[src/rtl/grip_sequencer.sv]
// Grip sequencer: closes N fingers until each tenzo limit trips, holds, then opens.
// Optional limit debounce is built when GRIP_DEBOUNCE_EN is defined.
module grip_sequencer #(
    parameter int N_FINGERS    = 5,
    parameter int TIMEOUT_CYC  = 1000,
    parameter int RELEASE_CYC  = 500,
    parameter int DEBOUNCE_CYC = 4
) (
    input  logic                 clk,
    input  logic                 i_rst_n,
    input  logic                 i_start,
    input  logic                 i_release,
    input  logic [N_FINGERS-1:0] i_limit,
    output logic [N_FINGERS-1:0] o_motor_close,
    output logic                 o_motor_open,
    output logic                 o_holding,
    output logic                 o_fault,
    output logic                 o_done,
    output logic [2:0]           o_state
);
    localparam int MAX_CYC = (TIMEOUT_CYC > RELEASE_CYC) ? TIMEOUT_CYC : RELEASE_CYC;
    localparam int TW = $clog2(MAX_CYC) + 1;
    localparam logic [TW-1:0] TIMEOUT_LAST = TW'(TIMEOUT_CYC - 1);
    localparam logic [TW-1:0] RELEASE_LAST = TW'(RELEASE_CYC - 1);

    typedef enum logic [2:0] {
        ST_IDLE  = 3'd0,
        ST_CLOSE = 3'd1,
        ST_HOLD  = 3'd2,
        ST_OPEN  = 3'd3,
        ST_FAULT = 3'd4
    } state_t;

    state_t                 state_q, state_d;
    logic [N_FINGERS-1:0]   lat_q, lat_d;
    logic [N_FINGERS-1:0]   acc;
    logic [TW-1:0]          timer_q, timer_d;
    logic [N_FINGERS-1:0]   motor_close_q, motor_close_d;
    logic                   motor_open_q, motor_open_d;
    logic                   holding_q, holding_d;
    logic                   fault_q, fault_d;
    logic                   done_q, done_d;

`ifdef GRIP_DEBOUNCE_EN
    localparam int CW = $clog2(DEBOUNCE_CYC) + 1;
    localparam logic [CW-1:0] RUN_LAST = CW'(DEBOUNCE_CYC - 1);

    logic [N_FINGERS-1:0][CW-1:0] run_q, run_d;

    // Run counters saturate at DEBOUNCE_CYC-1; the next high sample is the accepting one.
    always_comb begin
        run_d = run_q;
        acc   = '0;
        for (int k = 0; k < N_FINGERS; k++) begin
            if (state_q == ST_IDLE && i_start) begin
                run_d[k] = '0;
            end else if (state_q == ST_CLOSE) begin
                if (i_limit[k]) begin
                    acc[k] = (run_q[k] == RUN_LAST);
                    if (run_q[k] != RUN_LAST) run_d[k] = run_q[k] + 1'b1;
                end else begin
                    run_d[k] = '0;
                end
            end
        end
    end

    always_ff @(posedge clk) begin
        if (!i_rst_n) run_q <= '0;
        else          run_q <= run_d;
    end
`else
    always_comb begin
        acc = (state_q == ST_CLOSE) ? i_limit : '0;
    end
`endif

    // State register; outputs are registered alongside it from next-state values.
    always_ff @(posedge clk) begin
        if (!i_rst_n) begin
            state_q       <= ST_IDLE;
            lat_q         <= '0;
            timer_q       <= '0;
            motor_close_q <= '0;
            motor_open_q  <= 1'b0;
            holding_q     <= 1'b0;
            fault_q       <= 1'b0;
            done_q        <= 1'b0;
        end else begin
            state_q       <= state_d;
            lat_q         <= lat_d;
            timer_q       <= timer_d;
            motor_close_q <= motor_close_d;
            motor_open_q  <= motor_open_d;
            holding_q     <= holding_d;
            fault_q       <= fault_d;
            done_q        <= done_d;
        end
    end

    always_comb begin
        state_d = state_q;
        lat_d   = lat_q;
        timer_d = timer_q;
        case (state_q)
            ST_IDLE: begin
                if (i_start) begin
                    state_d = ST_CLOSE;
                    lat_d   = '0;
                    timer_d = '0;
                end
            end
            ST_CLOSE: begin
                lat_d   = lat_q | acc;
                timer_d = timer_q + 1'b1;
                // Release beats completion, completion beats timeout.
                if (i_release) begin
                    state_d = ST_OPEN;
                    timer_d = '0;
                end else if (&lat_d) begin
                    state_d = ST_HOLD;
                end else if (timer_q == TIMEOUT_LAST) begin
                    state_d = ST_FAULT;
                end
            end
            ST_HOLD, ST_FAULT: begin
                if (i_release) begin
                    state_d = ST_OPEN;
                    timer_d = '0;
                end
            end
            ST_OPEN: begin
                timer_d = timer_q + 1'b1;
                if (timer_q == RELEASE_LAST) begin
                    state_d = ST_IDLE;
                    timer_d = '0;
                end
            end
            default: begin
                state_d = ST_IDLE;
            end
        endcase
    end

    always_comb begin
        motor_close_d = (state_d == ST_CLOSE) ? ~lat_d : '0;
        motor_open_d  = (state_d == ST_OPEN);
        holding_d     = (state_d == ST_HOLD);
        fault_d       = (state_d == ST_FAULT);
        done_d        = (state_q == ST_OPEN) && (state_d == ST_IDLE);
    end

    assign o_motor_close = motor_close_q;
    assign o_motor_open  = motor_open_q;
    assign o_holding     = holding_q;
    assign o_fault       = fault_q;
    assign o_done        = done_q;
    assign o_state       = state_q;
endmodule
[config.mk]
export PLATFORM = sky130hd
export DESIGN_NAME = grip_sequencer
export DESIGN_NICKNAME = d
export VERILOG_FILES = /design/src/rtl/grip_sequencer.sv
export SDC_FILE = /design/constraint.sdc
export NUM_CORES = 1
export LEC_CHECK = 0
export ABC_AREA = 0
export CAP_MARGIN = 10
export CORE_MARGIN = 3
export CORE_UTILIZATION = 50
export CTS_BUF_LIST = sky130_fd_sc_hd__clkbuf_2
export DETAILED_ROUTE_END_ITERATION = 7
export GPL_TIMING_DRIVEN = 0
export PLACE_DENSITY = 0.75
export SETUP_SLACK_MARGIN = 0.5
export SLEW_MARGIN = 20
export SYNTH_ARGS = -nofsm -noshare
export SYNTH_HDL_FRONTEND = slang
export SYNTH_SLANG_ARGS = --single-unit
[constraint.sdc]
create_clock -name clk -period 2.53 [get_ports clk]
set_input_delay 0.506 -clock clk [delete_from_list [all_inputs] [get_ports clk]]
set_output_delay 0.506 -clock clk [all_outputs]
set_load 0.01 [all_outputs]
==> impl_results.md, run 1 <==
* WP data required at 2.85 ns
* Antenna diode count at 0
* CTS Buf Count at 3
* Root buf cell: clkbuf_2
* FMAX at between 500 and 600 MHz
* Fill count at between 200 and 250
* Final setup vio count at 0
* Worst VDD drop at between 0.3 and 0.4 mV
* Post-CTS Setup Inserts at 0
* Synth cell count leaders: 28 x dfxtp_1, 20 x nor2_1, 13 x a21oi_1
* Flops & latches, synth at 28
* Net count, final at 179
* Tot GR Track Use at 0.189
* Post-synth EDFFs at 0
* Final cell count without fillers at 198
* Latest clock arrival within the worst-skew pair at 0.37 ns
* Largest net degree at the start of global routing at 16
* Initial Util at 0.534
* Synth-to-layout area growth at 20.8%
* CP peak stage delay at between 0.4 and 0.5 ns
* Max-slew violations at 0
* CP Cell Sequence: ha_2 -> nor3b_4 -> a41oi_4 -> a211o_1 -> o21bai_1 -> and2_1
* Post-Syn Nets at roughly 160
* PwrDens at roughly 570 mW/mm2
* Num rows at 18
* Total grt overflow at 0
* Input/output buffers at 19
* Synth top area cells: dfxtp_1 42%, nor2_1 5.6%, xor2_1 5.2%, a21oi_1 4.8%, o2111ai_1 3.3%
* Yosys cell types at 43
* Outcome: finished clean
* FFs w/ async S/R, synth at 0
* Routability cong. at 0.889
* Routed wire length at ~3000 um
* P_leak at slightly below 0.6 nW
* Number of vias per cell at 5.90
* Clk buf depth at 2
* Sequential cell area at ~560 um2
* # IOs at 21
* CTS HTree Levels at 1
* Cells after DPL at about 190
* Top cell type's share of synthesized area at 0.416
* Via count at 1168
* Slowest CP cell: dfxtp_1
* Die W at a little under 60 um
* Clock sink total at 28
* Final Skew at 0.0286 ns
* Startpoint types: flip-flop
* Layout cells sized above 1 at 0.149
* Leading area contributor after synthesis: dfxtp_1
* Final antenna-violating net count at 0
* Worst-Margin Slew at 0.459 ns
* Initial antenna violation count at 0
* DIE HEIGHT at 57.9 um
* Core ar. at roughly 0.0025 mm2
* Critical Path AT at approximately 2.3 ns
* DR WL/cell at 15.0 um
* Final hold violation count at 0
* Post-cts hold buffer count at 0
* Worst setup EP type: flip-flop
* Vias in the first global route at approximately 1100
* Total number of yosys warnings at 0
* R2r startpoint: timer_q[1]
* DRT Pass-1 Iters at 4
* Fin crit share at 0.770
* Post-synth top flop: dfxtp_1
* Family with the most delay on the worst path: compound AO/OA/AOI/OAI gates
* Sequential share of the synthesized area at 0.416
* Die Footprint at between 0.003 and 0.004 mm2
* Crit path launch: timer_q[1]
* First-pass GRT wire length at between 4000 and 5000 um
* Clk pin slew, worst setup/hold paths at between 0.2 and 0.3 ns
* Gate count of the mapped netlist at about 150
* Critical path peak fanout at 5
* Worst Hold Launch: timer_q[1]
* Multi-input gate area at a little under 800 um2
* Worst setup path category: flip-flop to flip-flop
* Max Cap Violations at 0
* Hold WC Path Type: flip-flop to flip-flop
* Sum Neg Setup Slack at 0 ns
* Period minus WS final at 1.95 ns
* CP bufs+invs at 0
* CTS tree: done
* Synth Cell Area at between 0.001 and 0.0015 mm2
* DRT iter0 DRCs at 30
* HPWL Detailed at ~2100 um
* Drt drc at 0
* Avg Cell Area, Syn at 9.28 um2
* Most frequent cell after synthesis: dfxtp_1
* Rel. slew slack at 0.694
* RSZ-0062 raised after global routing: true
-- flip-flops by register name, summed over array words and instances (netlist names) --
signal         flops
timer_q           11
lat_q              5
o_motor_close      5
o_state            3
o_done             1
o_fault            1
o_holding          1
o_motor_open       1
-- metal layers --
layer,GRT usage,part of all wire,vias up
met5,0,0,-
met3,0.0557,0.068,2
met4,0.0430,0.0057,0
met2,0.269,0.46,43
li1,-,-,568
met1,0.281,0.47,555
-- final cells by class --
cell class / instances / area share
clock inverter: 1 / 0.00231
buffer: 5 / 0.0200
timing repair buffer: 19 / 0.117
sequential: 28 / 0.346
inverter: 3 / 0.00692
tap: 30 / 0.0231
multi-input combinational: 109 / 0.475
clock buffer: 3 / 0.00923
-- power breakdown --
part	total [mW]	switching, mW	leakage, nW	internal, mW
registers	0.498	0.0195	0.229	0.479
clock network	0.164	0.130	0.0140	0.0343
logic	0.262	0.142	0.348	0.120
-- logic make-up after synthesis --
kind of cell             synth area share
adder cells (fa/ha/maj)           0.00929
buffers and inverters              0.0325
AND/OR/NAND/NOR                     0.284
AO/OA/AOI/OAI                       0.205
flip-flops                          0.416
XOR/XNOR                           0.0520
-- worst register-to-register path: stages (launching register included) --
cell      delay [ns]
dfxtp_1         0.44
ha_2            0.24
nor3b_4         0.27
a41oi_4         0.21
a211o_1         0.34
o21bai_1        0.20
and2_1          0.19
-- placed cells by master, fill, tap and decap left out, drive strengths merged, types with 4 or more instances in the layout --
cell	Yosys	layout
dfxtp	28	28
nor2	22	22
clkdlybuf4s50	0	19
a21oi	16	16
xor2	8	8
nand2	6	6
o2111ai	5	5
and4	4	4
and2	4	4
nor2b	4	4
o31ai	4	4
clkbuf	1	4
buf	4	4
-- final timing paths --
| path | endpoint | slack [ns] | depth (start not counted) |
|---|---|---|---|
| max | o_state[0] | 0.58 | 6 |
| min | timer_q[1] | 0.51 | 2 |
| max reg2reg | o_state[0] | 0.58 | 6 |
| min reg2reg | timer_q[1] | 0.51 | 2 |
-- repair_timing --
action,CTS,global route
setup endpoints to repair,5,19
pin swaps,1,0
gates resized for setup,1,6
-- stage by stage --
| stage | setup WS [ns] | area [um2] | hold WS [ns] | util | power (mW) |
|---|---|---|---|---|---|
| floorplan | 0.697 | 1350 | 0.456 | - | 0.662 |
| global placement | 0.308 | 1570 | 0.477 | 0.624 | 0.754 |
| detailed placement | 0.295 | 1570 | 0.490 | 0.624 | 0.760 |
| CTS | 0.498 | 1600 | 0.518 | 0.634 | 0.924 |
| global route | 0.438 | 1630 | 0.549 | 0.645 | 0.978 |
| finish | 0.582 | 1630 | 0.514 | 0.645 | 0.924 |
(Power assumes the default switching activity.)
==> run 2: changes to the inputs <==
==> constraint.sdc (replaced) <==
create_clock -name clk -period 1.83 [get_ports clk]
set_input_delay 0.366 -clock clk [delete_from_list [all_inputs] [get_ports clk]]
set_output_delay 0.366 -clock clk [all_outputs]
set_load 0.01 [all_outputs]
==> run 2 against run 1 <==
Sequential power increased by 39%; fmax grew 9.6%; register-to-register slack worse by 0.53 ns; critical path type unchanged; global-route usage up 3.7 points; first-iteration DRC count grew 110%.
==> impl_results.md, run 2 (synthesis gave the netlist of run 1 again) <==
* Hold slack at about 0.38 ns
* Die W at roughly 58 um
* Period minus WS final at approximately 1.8 ns
* Drt drc at 0
* # IOs at 21
* Total grt overflow at 0
* Worst setup path category: flip-flop to flip-flop
* Number of cells on the worst reg-to-reg path at 6
* CTS Buf Count at 3
* CTS tree: done
* DIE HEIGHT at between 50 and 60 um
* Post-layout util at 0.832
* Routed wire length at between 4000 and 5000 um
* Clock sink total at 28
* Startpoint types: flip-flop
* Most common cell after layout, fill and taps aside: buf_4
* DRT iter0 DRCs at 62
* Die Footprint at 0.00335 mm2
* DRT Pass-1 Iters at 4
* Worst-Margin Slew at ~0.38 ns
* Max-slew violations at 0
* Tot GR Track Use at 0.226
* Worst slack, placed at -0.228 ns
* Clk pin slew, worst setup/hold paths at 0.28 ns
* WP data required at ~2.2 ns
* P_leak at 0.833 nW
* Num rows at 18
* Top reg by flops: timer_q
* Worst VDD drop at just under 0.8 mV
* Most frequent cells in the layout: 20 x buf_4, 18 x dfxtp_1, 13 x nor2_1
* R2r startpoint: o_state[2]
* Hold WC Path Type: input port to flip-flop
* Critical Path AT at 2.13 ns
* DR WL/cell at between 15 and 20 um
* Root buf cell: clkbuf_2
* Final Skew at 0.0185 ns
* Crit path capture: o_holding
* Final cell count without fillers at 226
* Via count at approximately 1400
* Final hold violation count at 0
* Final Total Pwr at 1.63 mW
* Worst setup EP type: flip-flop
* Worst R2R Setup Slack at around 0.052 ns
* Vias in the first global route at between 1000 and 1500
* Number of vias per cell at between 6 and 7
* Antenna diode count at 0
* Initial Util at 0.534
* Rel. slew slack at 0.746
* Fin crit share at 0.972
* Hold Path Depth at 3
* Largest register FFs at 11
* HPWL Detailed at 2090 um
* Input/output buffers at 19
* Critical path peak fanout at 5
* Cells after DPL at a little under 200
* Crit path launch: o_state[2]
* CTS HTree Levels at 1
* Core ar. at ~0.0025 mm2
* Worst r2r dst: o_holding
* RSZ-0062 raised after global routing: true
* Largest net degree at the start of global routing at 17
* Routability cong. at 0.862
* Final antenna-violating net count at 0
* FMAX at ~560 MHz
* Initial antenna violation count at 0
* Outcome: finished clean
* First-pass GRT wire length at between 5000 and 6000 um
* Synth-to-layout area growth at 55.9%
* Clk buf depth at 2
* Final setup vio count at 0
* PwrDens at 776 mW/mm2
* Worst Slack Setup Final at 0.0520 ns
* Latest clock arrival within the worst-skew pair at 0.39 ns
* Layout cells sized above 1 at 0.520
* Max Cap Violations at 0
* Net count, final at 207
[run 2: worst max-delay path, cell delays in order (launching register included)]
cell      delay (ns)
dfxtp_4         0.43
buf_6           0.13
and4bb_1        0.30
o22ai_2         0.12
or4_4           0.48
a21oi_4         0.16
nor2b_4         0.14
[run 2: how the worst min path moves through the flow]
stage | end | slack [ns] | startpoint
3_3_place_gp | lat_q[3] | 0.48 | lat_q[3]
3_5_place_dp | timer_q[1] | 0.49 | timer_q[1]
2_1_floorplan | lat_q[2] | 0.46 | lat_q[2]
6_report | o_fault | 0.38 | i_release
4_1_cts | o_fault | 0.36 | i_release
5_1_grt | o_fault | 0.38 | i_release
[run 2: layer usage]
| layer | routed length (um) | GRT usage |
|---|---|---|
| met5 | 0 | 0 |
| met4 | 121 | 0.0894 |
| met3 | 291 | 0.0356 |
| met2 | 2050 | 0.377 |
| met1 | 1710 | 0.293 |
[run 2: what timing repair did]
action,4_1_cts,5_1_grt
setup endpoints to repair,35,35
endpoints found under the hold margin,0,0
buffers inserted,20,7
gates resized for setup,72,26
cloned,1,0
pin swaps,24,18
hold buffers,0,0
[run 2: power breakdown]
group	leakage (nW)	switching (mW)	total, mW	internal [mW]
logic	0.572	0.295	0.553	0.258
registers	0.234	0.0287	0.692	0.664
clock network	0.0266	0.195	0.383	0.188
total	0.833	0.520	1.63	1.11
[run 2: area by class of cell]
type	count	area, um2
multi-input cells	109	1000
flip-flops and latches	28	586
fillers	138	423
repair buffers	47	375
plain buffers	5	45.0
well taps	30	37.5
clock inverters	1	30.0
clock buffers	3	15.0
inverters	3	11.3
[run 2: per-stage QoR]
stage	instance area (um2)	TNS, ns
2_1_floorplan	1430	0
3_3_place_gp	1660	-3.53
3_5_place_dp	1660	-3.94
4_1_cts	1990	0
5_1_grt	2100	-0.00211
6_report	2100	0
==> run 3: changes to the inputs <==
--- a/config.mk
+++ b/config.mk
@@ -6,7 +6,6 @@
 export NUM_CORES = 1
 export LEC_CHECK = 0
 export ABC_AREA = 0
-export CAP_MARGIN = 10
 export CORE_MARGIN = 3
 export CORE_UTILIZATION = 50
 export CTS_BUF_LIST = sky130_fd_sc_hd__clkbuf_2
==> results of run 3 <==
Final layout, timing and power as in run 2 (identical DEF).
